--- src/rtl/iir_pkg.sv ---
// Shared widths and fixed-point constants for the first-order IIR filter.
package iir_pkg;
  localparam int DEF_DATA_W = 16;
  localparam int DEF_FRAC_W = 15;
  localparam int DEF_ACC_W  = 34;

  localparam int SAT_MAX    = 32767;
  localparam int SAT_MIN    = -32768;
  localparam int ROUND_BIAS = 1 << (DEF_FRAC_W - 1);
endpackage

--- src/rtl/iir_round_sat.sv ---
// Combinational round-half-up, arithmetic shift and clamp of the accumulator.
// Zero latency; no flow control.
module iir_round_sat
  import iir_pkg::*;
#(
  parameter int DATA_W = DEF_DATA_W,
  parameter int FRAC_W = DEF_FRAC_W,
  parameter int ACC_W  = DEF_ACC_W
) (
  input  logic signed [ACC_W-1:0]  acc,
  output logic signed [DATA_W-1:0] res
);
  localparam logic signed [ACC_W-1:0] BIAS_EXT = ACC_W'(ROUND_BIAS);
  localparam logic signed [ACC_W-1:0] MAX_EXT  = ACC_W'(SAT_MAX);
  localparam logic signed [ACC_W-1:0] MIN_EXT  = ACC_W'(SAT_MIN);

  logic signed [ACC_W-1:0] biased;
  logic signed [ACC_W-1:0] shifted;

  // Headroom in ACC_W guarantees the bias add cannot wrap.
  assign biased  = acc + BIAS_EXT;
  assign shifted = biased >>> FRAC_W;

  always_comb begin
    res = shifted[DATA_W-1:0];
    if (shifted > MAX_EXT) begin
      res = DATA_W'(SAT_MAX);
    end else if (shifted < MIN_EXT) begin
      res = DATA_W'(SAT_MIN);
    end
  end
endmodule

--- src/rtl/iir.sv ---
// First-order DF-I IIR y = b0*x + b1*x_d + a1*y, Q1.15; registered y, 1-cycle latency.
// No backpressure: one sample accepted and produced every clock.
module iir
  import iir_pkg::*;
#(
  parameter int DATA_W = DEF_DATA_W,
  parameter int FRAC_W = DEF_FRAC_W,
  parameter int ACC_W  = DEF_ACC_W
) (
  input  logic signed [DATA_W-1:0] x,
  input  logic signed [DATA_W-1:0] b0,
  input  logic signed [DATA_W-1:0] b1,
  input  logic signed [DATA_W-1:0] a1,
  input  logic                     rst,
  input  logic                     clk,
  output logic signed [DATA_W-1:0] y
);
  logic signed [DATA_W-1:0]   x_d;
  logic signed [2*DATA_W-1:0] p_b0;
  logic signed [2*DATA_W-1:0] p_b1;
  logic signed [2*DATA_W-1:0] p_a1;
  logic signed [ACC_W-1:0]    acc;
  logic signed [DATA_W-1:0]   y_next;

  assign p_b0 = x   * b0;
  assign p_b1 = x_d * b1;
  assign p_a1 = y   * a1;

  // Sign-extend each product before summing so all three fit without wrap.
  assign acc = ACC_W'(p_b0) + ACC_W'(p_b1) + ACC_W'(p_a1);

  iir_round_sat #(
    .DATA_W(DATA_W),
    .FRAC_W(FRAC_W),
    .ACC_W (ACC_W)
  ) u_round_sat (
    .acc(acc),
    .res(y_next)
  );

  always_ff @(posedge clk) begin
    if (rst) begin
      x_d <= '0;
      y   <= '0;
    end else begin
      x_d <= x;
      y   <= y_next;
    end
  end
endmodule

--- config.mk ---
export PLATFORM = sky130hd
export DESIGN_NAME = iir
export DESIGN_NICKNAME = d
export VERILOG_FILES = /design/src/rtl/iir_pkg.sv /design/src/rtl/iir_round_sat.sv /design/src/rtl/iir.sv
export SDC_FILE = /design/constraint.sdc
export NUM_CORES = 2
export LEC_CHECK = 0
export ABC_AREA = 1
export BUFFER_PORTS_ARGS = -buffer_cell sky130_fd_sc_hd__buf_4
export CORE_ASPECT_RATIO = 1.75
export CORE_UTILIZATION = 45
export DETAILED_ROUTE_END_ITERATION = 16
export GPL_TIMING_DRIVEN = 0
export PLACE_DENSITY = 0.6
export RECOVER_POWER = 25
export SKIP_CTS_REPAIR_TIMING = 1
export SKIP_LAST_GASP = 1
export SYNTH_ARGS = -nofsm -noshare
export SYNTH_HDL_FRONTEND = slang
export SYNTH_SLANG_ARGS = --single-unit
--- constraint.sdc ---
create_clock -name clk -period 28.1 [get_ports clk]
set_input_delay 5.62 -clock clk [delete_from_list [all_inputs] [get_ports clk]]
set_output_delay 5.62 -clock clk [all_outputs]
set_load 0.03 [all_outputs]
==> results.toml <==
[run_status]
outcome = "finished with violations"
failed_checks = "design-rule violations"

[worst_setup_path]
worst_r2r_endpoint = "y[9]"
regToRegSetupSlack_ns = 18.67
worst_path_most_repeated_cell = "fa_1"
arrival_ns = 14.90
cp_max_fo = 13
cp_slowest_cell = "clkbuf_1"
timing.rr.start = "y[10]"
worstSetupStartpointType = "input pin"
cp-end-kind = "register"
path_class = "input pin to register"
reg2reg_depth = 33
critPathMaxStageDelay_ns = 0.79
required_ns = 28.32

[layout]
syn2layout_area_growth_pct = 4.43
most-common-layout-cells = "inv_1 (1482), fa_1 (932), nand2_1 (900)"
nFillCells = 7212
layout_commonest_cell = "inv_1"
nNetsFinal = 5197
final_layout_size_suffix_gt1_frac = 0.0227

[clocking]
root_buffer = "clkbuf_16"
clock_latency_ns = 0.30
path_clk_slew_ns = 0.06
htree_levels = 2
numClockSinks = 32
cts_buffers = 5
cts.path.max_buffers = 2
cts_tree = "done"

[drt]
wirelength_um = 97100
drtPass1Iterations = 11
drt_iter0_markers = 873
postRouteAntennaNets = 0
vias_per_cell = 4.76
post_drt_wl_per_cell_um = 19.7
dr_total_vias = 23500
route.detailed.drc = 12

[synth]
seq_area_frac_synth = 0.0195
synth_fa_ha_area_frac = 0.643
synthCells = 3977
synth_top_family_by_area = "adder cells"
synth-simple-area-share = 0.126
synth_mux_area_frac = 0
synth_edf_count = 0
synth_warnings = 0
synth_xor_area_frac = 0.00427
synth_area_um2 = 32800
synth_top_flop_cell = "dfxtp_1"
synth_fp_nets = 5170
synth_cell_types = 38
postSynthAreaPerCell_um2 = 8.25
synth_compound_area_frac = 0.0152
ys_async_sr_fraction = 0
synth_seq_cells = 32

[hold_path]
hold_depth = 12
holdPathEnd = "y[1]"
hp-class = "register to register"
worstHoldStart = "x_d[0]"

[global_routing]
grt_pass1_vias = 26800
antenna_found_initial = 2
grt-ovfl-total = 0
grt_pass1_wl_um = 152000
grt_util_all_layers = 0.282
grt_max_degree = 14

[floorplanning]
rows = 130
start_util = 0.456
core_um2 = 72100
ios = 82
die_area_um2 = 74100
die_x_um = 206
chipHeight_um = 359

[sta]
setup_viol = 0
fin_skew_ns = 0.00958
tns_ns = 0
relSlewSlack = 0.266
finalWorstSetupSlack_ns = 13.42
rsz0062_at_grt = "false"
worst_pin_slew_ns = 1.10
period_minus_slack_ns = 14.68
slew_violations = 0
hold_viol = 0
fin_crit_sh = 0.522
max_freq_mhz = 68.1

[placed_design]
place_hpwl_um = 91300
port_buffers = 20
post-place-ws_ns = 13.18
gp_congestion = 0.980

[flow_run]
cap_violations = 0
-- worst max path at each step --
stage / slack (ns) / cells past startpoint / end / startpoint
2_1_floorplan: 15.12 / 29 / y[4] / b1[1]
3_5_place_dp: 13.18 / 32 / y[9] / b1[0]
5_1_grt: 13.25 / 32 / y[9] / b1[0]
3_3_place_gp: 13.22 / 32 / y[9] / b1[0]
6_report: 13.42 / 32 / y[9] / b1[0]
4_1_cts: 13.47 / 32 / y[9] / b1[0]
-- state kept, by name, summed over array words and instances (netlist names) --
register  flops
x_d          16
y            16
-- cell type report --
type / count / area (um^2) / area share
Multi-Input combinational cell: 2275 / 25900 / 0.755
Inverter: 1485 / 5570 / 0.163
Tap cell: 924 / 1160 / 0.0337
Buffer: 185 / 726 / 0.0212
Sequential cell: 32 / 641 / 0.0187
Timing Repair Buffer: 20 / 146 / 0.00427
Clock buffer: 5 / 125 / 0.00365
Clock inverter: 3 / 23.8 / 0.000694
Antenna cell: 1 / 2.50 / 0.0000730
-- synth_stat cells (all sizes together), types with 3 or more instances --
cell / instances / area [um^2]
a21oi: 50 / 322
nand4: 3 / 18.8
nand3b: 3 / 22.5
nand3: 23 / 120
or2: 8 / 50.1
o21bai: 4 / 30.0
fa: 932 / 18700
ha: 195 / 2440
dfxtp: 32 / 641
xor2: 12 / 105
xnor2: 4 / 35.0
a21o: 4 / 30.0
buf: 6 / 53.8
o21ai: 17 / 100
nor3: 4 / 25.0
clkbuf: 179 / 672
nor2: 86 / 348
nand2: 925 / 3540
inv: 1485 / 5570
-- layer usage --
layer	track usage	routed length (um)	vias up	share of wire
met2	0.518	51800	620	0.53
met1	0.311	34200	11900	0.35
met5	0	13	-	0.00013
li1	-	-	10700	-
met4	0.171	7480	2	0.077
met3	0.0221	3550	290	0.037
-- metrics by stage --
step	util	std cells	hold slack [ns]	cell area, um^2
2_1_floorplan	-	3977	1.19	32800
3_3_place_gp	0.474	4921	1.98	34100
3_5_place_dp	0.474	4921	2.06	34100
4_1_cts	0.476	4929	2.07	34300
5_1_grt	0.476	4930	2.16	34300
6_report	0.476	4930	2.06	34300
-- cells by family (layout without fill, tap and decap cells) --
logic type / count (synthesis) / count (layout)
adders and majority gates: 1127 / 1127
other: 0 / 1
AOI/OAI and AO/OA: 77 / 77
xor gates and xnor gates: 16 / 16
buffers and inverters: 1670 / 1698
DFF: 32 / 32
and+or+nand+nor: 1055 / 1055
-- worst max-delay path: cells and delay by family --
kind / cells / cell delay (ns)
buf+inv: 9 / 1.91
fa+ha+maj: 10 / 4.97
compound gates: 2 / 0.40
simple gates: 11 / 1.97
Power is not shown: default switching activity piles up to over one toggle a cycle in this logic, so the estimate is an artifact.
